===== src/rtl/div_pkg.sv =====
// Shared constants and types for the divide chain and its multiply-back checker.
//   QW_DEF  : default quotient / remainder width
//   MW_DEF  : default divisor width (also the multiplier iteration count)
//   state_e : two-state sequencer encoding for iterative units
//   pw_of   : product width for a QW x MW multiply with QW-bit addend
package div_pkg;

  localparam int unsigned QW_DEF = 72;
  localparam int unsigned MW_DEF = 10;

  typedef enum logic {
    IDLE = 1'b0,
    RUN  = 1'b1
  } state_e;

  function automatic int unsigned pw_of(input int unsigned qw, input int unsigned mw);
    return qw + mw;
  endfunction

endpackage


===== src/rtl/mul_recon_block.sv =====
// Sequential shift-and-add multiplier reconstructing P = Q*M + R from a
// quotient, divisor and remainder. One job in flight, fixed MW-cycle latency.
// Ports:
//   clk, rst     : clock, asynchronous active-high reset
//   pushin       : operand valid, taken only while busy is low
//   Q_in, R_in   : multiplicand and addend (QW bits, unsigned)
//   M_in         : multiplier (MW bits, unsigned)
//   busy         : a job is running; pushin is dropped and flagged in err
//   pushout      : one-cycle result-valid pulse
//   P_out, M_out : product and the job's multiplier, held until next result
//   ovf          : result needs more than QW bits, held with P_out
//   err          : sticky, pushin seen while busy; cleared only by rst
module mul_recon_block
  import div_pkg::*;
#(
  parameter  int unsigned QW = QW_DEF,
  parameter  int unsigned MW = MW_DEF,
  localparam int unsigned PW = pw_of(QW, MW),
  localparam int unsigned CW = $clog2(MW + 1)
) (
  input  logic          clk,
  input  logic          rst,
  input  logic          pushin,
  input  logic [QW-1:0] Q_in,
  input  logic [QW-1:0] R_in,
  input  logic [MW-1:0] M_in,
  output logic          busy,
  output logic          pushout,
  output logic [PW-1:0] P_out,
  output logic [MW-1:0] M_out,
  output logic          ovf,
  output logic          err
);

  state_e        state_q, state_d;
  logic [PW-1:0] acc_q, acc_d;
  logic [PW-1:0] mcand_q, mcand_d;
  logic [MW-1:0] mplier_q, mplier_d;
  logic [MW-1:0] m_hold_q, m_hold_d;
  logic [CW-1:0] cnt_q, cnt_d;
  logic [PW-1:0] p_out_q, p_out_d;
  logic [MW-1:0] m_out_q, m_out_d;
  logic          pushout_q, pushout_d;
  logic          ovf_q, ovf_d;
  logic          err_q, err_d;
  logic [PW-1:0] acc_sum;

  always_comb begin
    state_d   = state_q;
    acc_d     = acc_q;
    mcand_d   = mcand_q;
    mplier_d  = mplier_q;
    m_hold_d  = m_hold_q;
    cnt_d     = cnt_q;
    p_out_d   = p_out_q;
    m_out_d   = m_out_q;
    ovf_d     = ovf_q;
    err_d     = err_q;
    pushout_d = 1'b0;

    // Accumulator after this iteration's conditional add; also the final
    // product on the last RUN edge.
    acc_sum = mplier_q[0] ? acc_q + mcand_q : acc_q;

    unique case (state_q)
      IDLE: begin
        if (pushin) begin
          acc_d    = {{MW{1'b0}}, R_in};
          mcand_d  = {{MW{1'b0}}, Q_in};
          mplier_d = M_in;
          m_hold_d = M_in;
          cnt_d    = '0;
          state_d  = RUN;
        end
      end
      RUN: begin
        acc_d    = acc_sum;
        mcand_d  = mcand_q << 1;
        mplier_d = mplier_q >> 1;
        cnt_d    = cnt_q + CW'(1);
        if (pushin) begin
          err_d = 1'b1;
        end
        if (cnt_q == CW'(MW - 1)) begin
          p_out_d   = acc_sum;
          m_out_d   = m_hold_q;
          ovf_d     = |acc_sum[PW-1:QW];
          pushout_d = 1'b1;
          state_d   = IDLE;
        end
      end
      default: state_d = IDLE;
    endcase
  end

  always_ff @(posedge clk or posedge rst) begin
    if (rst) begin
      state_q   <= IDLE;
      acc_q     <= '0;
      mcand_q   <= '0;
      mplier_q  <= '0;
      m_hold_q  <= '0;
      cnt_q     <= '0;
      p_out_q   <= '0;
      m_out_q   <= '0;
      pushout_q <= 1'b0;
      ovf_q     <= 1'b0;
      err_q     <= 1'b0;
    end else begin
      state_q   <= state_d;
      acc_q     <= acc_d;
      mcand_q   <= mcand_d;
      mplier_q  <= mplier_d;
      m_hold_q  <= m_hold_d;
      cnt_q     <= cnt_d;
      p_out_q   <= p_out_d;
      m_out_q   <= m_out_d;
      pushout_q <= pushout_d;
      ovf_q     <= ovf_d;
      err_q     <= err_d;
    end
  end

  assign busy    = (state_q == RUN);
  assign pushout = pushout_q;
  assign P_out   = p_out_q;
  assign M_out   = m_out_q;
  assign ovf     = ovf_q;
  assign err     = err_q;

endmodule


===== config.mk =====
export PLATFORM = sky130hd
export DESIGN_NAME = mul_recon_block
export DESIGN_NICKNAME = d
export VERILOG_FILES = /design/src/rtl/div_pkg.sv /design/src/rtl/mul_recon_block.sv
export SDC_FILE = /design/constraint.sdc
export NUM_CORES = 1
export LEC_CHECK = 0
export ABC_AREA = 1
export CAP_MARGIN = 20
export CORE_ASPECT_RATIO = 0.9
export CORE_MARGIN = 10
export CORE_UTILIZATION = 57
export CTS_CLUSTER_SIZE = 8
export DETAILED_ROUTE_END_ITERATION = 7
export PLACE_DENSITY = 0.91
export SYNTH_ARGS = -nofsm -noshare
export SYNTH_HDL_FRONTEND = slang
export SYNTH_SLANG_ARGS = --single-unit

===== constraint.sdc =====
create_clock -name clk -period 15.1 [get_ports clk]
set_input_delay 3.775 -clock clk [delete_from_list [all_inputs] [get_ports clk]]
set_output_delay 3.775 -clock clk [all_outputs]
set_load 0.05 [all_outputs]

# After elaboration in Yosys (flattened, before gate mapping)

Index checks and enable logic that the tools add are counted.

Register bits after elaboration: 284
Input port bits: 157

$add $sub $neg: 2
Equality and inequality tests: 2
Multiplexer cells: 14
Bitwise gates (word level): 1
Reduce and logical (&&, ||, !) cells: 4

Operator list:

| kind                | number |
|---|---|
| $pmux 82 s2         | 2 |
| $mux 82             | 3 |
| $add 82x82->82      | 1 |
| $pmux 10 s2         | 1 |
| $mux 10             | 1 |
| $reduce_or 10->1    | 1 |
| $pmux 4 s2          | 1 |
| $reduce_and 2->1    | 3 |
| $add 4x1->4 const B | 1 |
| $eq 4x4->1 const B  | 1 |
| $mux 1              | 4 |
| $mux 4              | 1 |
| $ne 2x2->1 const B  | 1 |
| $pmux 1 s2          | 1 |
| $not 1->1           | 1 |

# Longest topological paths before layout

Depth after elaboration: 3
Gate-level depth with buffers: 21

# Worst setup path before layout

Ideal clock, no wire load.

Kind: input to register
Start: input pushin
End: register acc_q[61]
Data arrival time: 4,721 ps
Setup slack: 10,314 ps
Cell stages on the path: 8
Buffers on the path: 2
Cells stage by stage: inv_1 > nor2_1 > clkbuf_1 > buf_1 > nand2_1 > o21ai_0 > inv_1 > nand2_1

Word-level cells in the longest chain between the ends: 1

Ends and longest elaborated chain:

| item                        | line                   | text |
|---|---|---|
| start, declared             | mul_recon_block.sv:23  | `input logic pushin,` |
| $ne 2x2->1 (no source line) | n/a                    |  |
| end signal, assigned        | mul_recon_block.sv:99  | `acc_q <= '0;` |
| end signal, assigned        | mul_recon_block.sv:111 | `acc_q <= acc_d;` |
| end, declared               | mul_recon_block.sv:36  | `logic [PW-1:0] acc_q, acc_d;` |

No other way between the ends.
A chain may end at the register's enable or synchronous reset.

==> impl_summary.md <==
Status
The flow ran to the end, and the final reports show no timing, DRC or antenna violations.

Pwr
The worst vdd rail ir drop is 0.176 mV. In this run the static leakage power is 11.0 nW. The total power is 6.43 mW. The cell area power density is 281 nW/µm².

Critical path
The kind of cell adding the most delay to the critical path is buffers and inverters. STA classifies the critical path startpoint as an input pin. The cell seen most often among critical-path stages is buf_4.

In this design, the stage delay of the slowest critical-path cell is 0.88 ns. STA classifies the critical path endpoint as an async pin. Walking the worst path, the cells encountered are clkdlybuf4s50_1 > inv_8 > buf_4 > buf_4. The required time reported for the critical path endpoint is 15.62 ns. The critical path buffer and inverter count is 4. Among all stages on the critical path, the largest delay is contributed by buf_4.

In this run the worst path has a maximum fanout of 141. The data arrival time of the critical path is 6.72 ns. The critical setup path kind is input pin to async pin.

Floorplan
The region available for standard cell placement spans 32,900 µm². The initial core utilization is 57.6%. The number of ports placed on the die boundary is 253.

Row generation in the floorplan step produced 63 rows. The die covers 40,900 µm². The die is 212 µm wide. The die outline height is 193 µm.

CTS
The later pin in the worst-skew pair is clocked with a latency of 0.54 ns. The clock edge transition at the registers on the reported setup and hold paths is 0.05 ns. Post-CTS timing repair inserted 0 buffers for setup. The number of buffers inserted by hold repair at cts is 0.

In this run the clock root is driven by a clkbuf_16. In this run, post-CTS repair resized a total of 0 instances. The number of sinks driven by the clock tree is 284.

The maximum buffer depth of the clock tree is 3. TritonCTS built the clock tree. The H-tree generated during clock tree synthesis spans 2 levels. The number of buffers inserted during clock tree synthesis is 41.

STA
In this run the tightest slew margin relative to its limit is 26.8%. The final count of pins violating max slew was 0. The final critical path takes up 41.1% of the cycle. The final-layout setup total negative slack is 0 ns. Static timing analysis puts the maximum clock frequency at 161 MHz. The post-layout minimum cycle time is 6.20 ns. The setup clock skew after layout is 0.0208 ns. The number of failing hold endpoints at the final stage is 0.

The slew at the pin closest to its max-slew limit is 1.10 ns. Setup repair after global routing left no endpoint under its margin. The final critical-path setup slack is 8.90 ns. Setup violations remaining at the end of the flow were counted as 0.

Yosys
The biggest area contributor in the post-synthesis netlist is dfrtp_1. Counting every net in the synthesized netlist gives 3,033. After synthesis the cells add up to 18,900 µm².

The total number of yosys warnings is 0. Synthesis produced a netlist whose cell count is 2,792. The part of the Yosys area used for sequential elements is 37.5%.

The area share of the largest cell type after synthesis is 37.5%. The synthesized netlist contains 44 unique library cells. After synthesis the netlist holds a flip-flop and latch count of 284. The main flop type after synthesis is dfrtp_1. The number of enable flip-flop cells after synthesis is 0. The average cell area after synthesis is 6.78 µm². The share of synthesized registers carrying an async set or reset is 100%. In the post-synthesis netlist, the biggest area contributors are dfrtp_1, nand2_1, inv_1.

Global route
Entering global routing, the biggest net connects 142 pins. The total overflow left after global routing is 0. The first global-routing pass estimated 111,000 µm of wire. The via count of the first global-routing pass was 19,800. The initial antenna violation count came to 0.

For this run, the total global-route usage over all layers was measured as 34.7%.

Finish
The library cells used most frequently in the layout, excluding fill and tap cells, are nand2_1, inv_1, dfrtp_1, clkdlybuf4s50_1, nand3_1. In the final layout, the share of cells above drive strength 1 is 5.41%. The leading cell type in the layout, fill and taps excluded is nand2_1. From synthesis to final layout, the design area changed by 20.8%. In the final design database the tool counted 3,248 nets.

The antenna diode count is 0.

Worst hold path
The type of the tightest min-delay check is flip-flop to flip-flop.

Placed design
The count of port buffers added during placement is 252. The worst slack at placement is 8.13 ns. The post-DP HPWL is 53,000 µm.

Routability-driven placement finished with a final weighted congestion of 1.03.

Job
Max-cap violations in this run came to 0.

Drt
In this run, the number of DRC markers left after iteration 0 of detailed routing was 2,643. In the routed design, unresolved DRC markers number 0. The first-pass detailed-route iteration total is 6. The via total after detailed routing is 20,300. Once detail routing completed, the nets flagged for antenna violations numbered 0. Summed over all layers, the routed wires come to 71,400 µm. In the routed layout, each cell is associated on average with a via count of 5.91. The detail-routed net length per standard cell is 20.8 µm.
-- worst min-delay path, stage by stage, from the launching register on --
cell and delay, ns:
dfrtp_1 0.33, nand2_1 0.05, nand2_1 0.05
-- routing by layer --
metal  wire [µm]  vias up  global-route usage [%]
li1            -     9318                       -
met5           0        -                       0
met4        1760        0                    8.73
met3        8260      156                    7.50
met2       30500     1266                    52.1
met1       31000     9532                    49.7
-- synth_stat cells (all sizes together) (2+ instances only) --
cell / instances
o21ai: 180
a22o: 7
a31oi: 10
buf: 19
clkbuf: 74
inv: 334
o21a: 2
or2: 5
a221o: 2
nor4: 12
o22ai: 18
a21o: 2
nor3: 20
nand3b: 4
nor2: 186
clkinv: 3
xnor2: 31
dfrtp: 284
o21bai: 22
xor2: 18
nand3: 208
nand2: 1096
ha: 83
nand4: 9
o211ai: 54
a21oi: 103
-- cell type report --
cell class	instances	area (µm²)
clock inverters	1	16.3
inverters	337	1270
clock buffers	46	1090
fillers	2597	9990
repair buffers	265	2640
multi-input cells	2078	10200
flip-flops and latches	284	7110
well taps	422	528
-- state kept, by name, summed over array words and instances (netlist names), 4 cells and up --
name / flops
P_out: 82
acc_q: 82
mcand_q: 82
M_out: 10
m_hold_q: 10
mplier_q: 10
cnt_q: 4
-- final timing paths --
kind,cells past startpoint,slack (ns),endpoint,from
min,2,0.47,P_out[55]$_DFFE_PP0P_,P_out[55]$_DFFE_PP0P_
max reg2reg,16,11.38,ovf$_DFFE_PP0P_,acc_q[63]$_DFFE_PP0P_
max,4,8.90,P_out[13]$_DFFE_PP0P_,rst
max in group clk,1,8.94,busy,busy$_DFF_PP0_
min reg2reg,2,0.47,P_out[55]$_DFFE_PP0P_,P_out[55]$_DFFE_PP0P_
min in group asynchronous,2,3.77,mcand_q[76]$_DFFE_PP0P_,rst
-- per-stage QoR --
step	hold slack (ns)	cells	instance area (µm²)	utilization, %
global route	0.508	3433	22900	69.6
CTS	0.478	3433	22900	69.6
finish	0.474	3433	22900	69.6
detailed placement	0.465	3386	21800	66.2
floorplan	0.459	2792	18900	-
global placement	0.464	3385	21700	66.2
-- cells by family (layout without fill, tap and decap cells) --
kind of cell | count (synthesis) | count (layout) | synth area share [%]
and+or+nand+nor | 1542 | 1542 | 33.8
buffers and inverters | 430 | 649 | 8.60
AOI/OAI and AO/OA | 403 | 403 | 12.2
DFF | 284 | 284 | 37.5
adders and majority gates | 84 | 84 | 5.59
xor gates and xnor gates | 49 | 49 | 2.27
-- report_power, final --
group          internal, mW  total (mW)  switching [mW]
Sequential             1.12        1.47           0.343
Combinational          1.31        4.13            2.82
Clock                 0.499       0.834           0.334
Power figures use the tool's default switching activity.
==> RTL change (same settings) <==
Take the reset off `m_hold_q` and load it in a clocked block of its own.
--- a/src/rtl/mul_recon_block.sv
+++ b/src/rtl/mul_recon_block.sv
@@ -101,3 +101,2 @@
       mplier_q  <= '0;
-      m_hold_q  <= '0;
       cnt_q     <= '0;
@@ -113,3 +112,2 @@
       mplier_q  <= mplier_d;
-      m_hold_q  <= m_hold_d;
       cnt_q     <= cnt_d;
@@ -121,2 +119,6 @@
     end
+  end
+
+  always_ff @(posedge clk) begin
+    m_hold_q <= m_hold_d;
   end
Behaviour: no difference found for any inputs over 10 cycles, from zero or initial values and one cycle with rst high; that may be too few to reach the edited logic, so the function may still have changed.
==> RTL change against the unedited design <==
Core utilization increased by 0.27 points. Critical path depth grew 3. Sequential cell count unchanged. Largest cell class unchanged. Setup slack improved by 0.094 ns. Total power up 1.9%. Wire length down 1.7%. Area after synthesis grew 1.4%. Via count is 1.2% lower. Fmax increased by 1.5%. Final area increased by 1.1%. Critical endpoint is now acc_q[31]. Worst hold slack got worse by 0.022 ns. Clock skew rose by 0.0031 ns.
==> RTL change: results (changes against the unedited design) <==
Routing
  – Total length of routed met3 wires: 8160 µm (-1.2%)
  – Ratio of routed vias to standard cells: 5.89 (-0.33%)
  – Metal-1 WL: 30900 µm (-0.11%)
  – Vias: 20.0k (-1.2%)

Yosys
  – Leading cell types by count after synthesis: 1055 x sky130_fd_sc_hd__nand2_1, 282 x sky130_fd_sc_hd__inv_1, 274 x sky130_fd_sc_hd__dfrtp_1
  – Unique masters post-synth: 53 (+20%)
  – Number of enable flip-flop cells after synthesis: 10 (+10)
  – Syn avg cell area: 6.96 µm² (+2.5%)
  – Sequential fraction of the synthesis area: 37.3% (-0.25 points)
  – Top cell type's share of synthesized area: 35.7% (-1.8 points)

Outcome
  – Result of the run: finished clean

Setup path
  – Number of cells on the worst reg-to-reg path: 7 (-9)
  – Startpoint of the worst register-to-register path: busy
  – R2R Setup Slk: 11.56 ns (+0.18 ns)
  – Endpoint of the worst register-to-register path: P_out[7]
  – Critical path destination: acc_q[31]

Layout
  – Net count reported at finish: 3215 (-1.0%)

GRT
  – Global-route wire length before repair: 109000 µm (-1.7%)
  – Number of global-route vias before repair: 19.3k (-2.1%)

Place
  – Placed cell area: 22000 µm² (+1.0%)
  – HPWL after detailed placement: 52500 µm (-0.85%)
  – Routability Congestion: 0.995 (-3.8%)
  – Post-Place Worst Slack: 8.51 ns (+0.375 ns)

Pwr
  – Internal power of the cells: 0.00297 W (+1.3%)
  – Seq pwr share: 22.1% (-0.7 points)
  – Clock distribution power: 0.000843 W (+1%)

STA
  – Post-Route Hold Slack: 0.452 ns (-0.0220 ns)
  – Worst-case clock skew: 0.0239 ns (+0.00306 ns)

Hold path
  – Hold endpoint: M_out[7]
  – Min-Delay Startpoint: m_hold_q[7]
==> RTL change: cell count changes after synthesis, sizes merged, moves of 4 or more <==
cell | before | now
dfrtp | 284 | 274
edfxtp | 0 | 10
o21ai | 180 | 166
inv | 334 | 317
nand3 | 208 | 198
nand2 | 1096 | 1102
nor2 | 186 | 182
==> RTL change: routing by layer <==
| metal | global-route usage, % | vias to the layer above |
|---|---|---|
| met2 | 48.9 | 1162 |
| met1 | 48.7 | 9518 |
| met4 | 5.59 | 0 |
| li1 | - | 9245 |
| met3 | 8.40 | 109 |
| met5 | 0 | - |
==> RTL change: tightest hold or removal path: stages (launching register included) <==
cell                       delay (ns)
sky130_fd_sc_hd__edfxtp_1        0.31
sky130_fd_sc_hd__nand2_1         0.05
sky130_fd_sc_hd__nand2_1         0.06
==> RTL change: final cells by class <==
class                      instances  area (µm²)
multi-input combinational       2065       10500
tap                              422         528
fill                            2605        9970
inverter                         318        1200
timing repair buffer             264        2630
sequential                       284        7160
clock inverter                     2        36.3
clock buffer                      49        1100
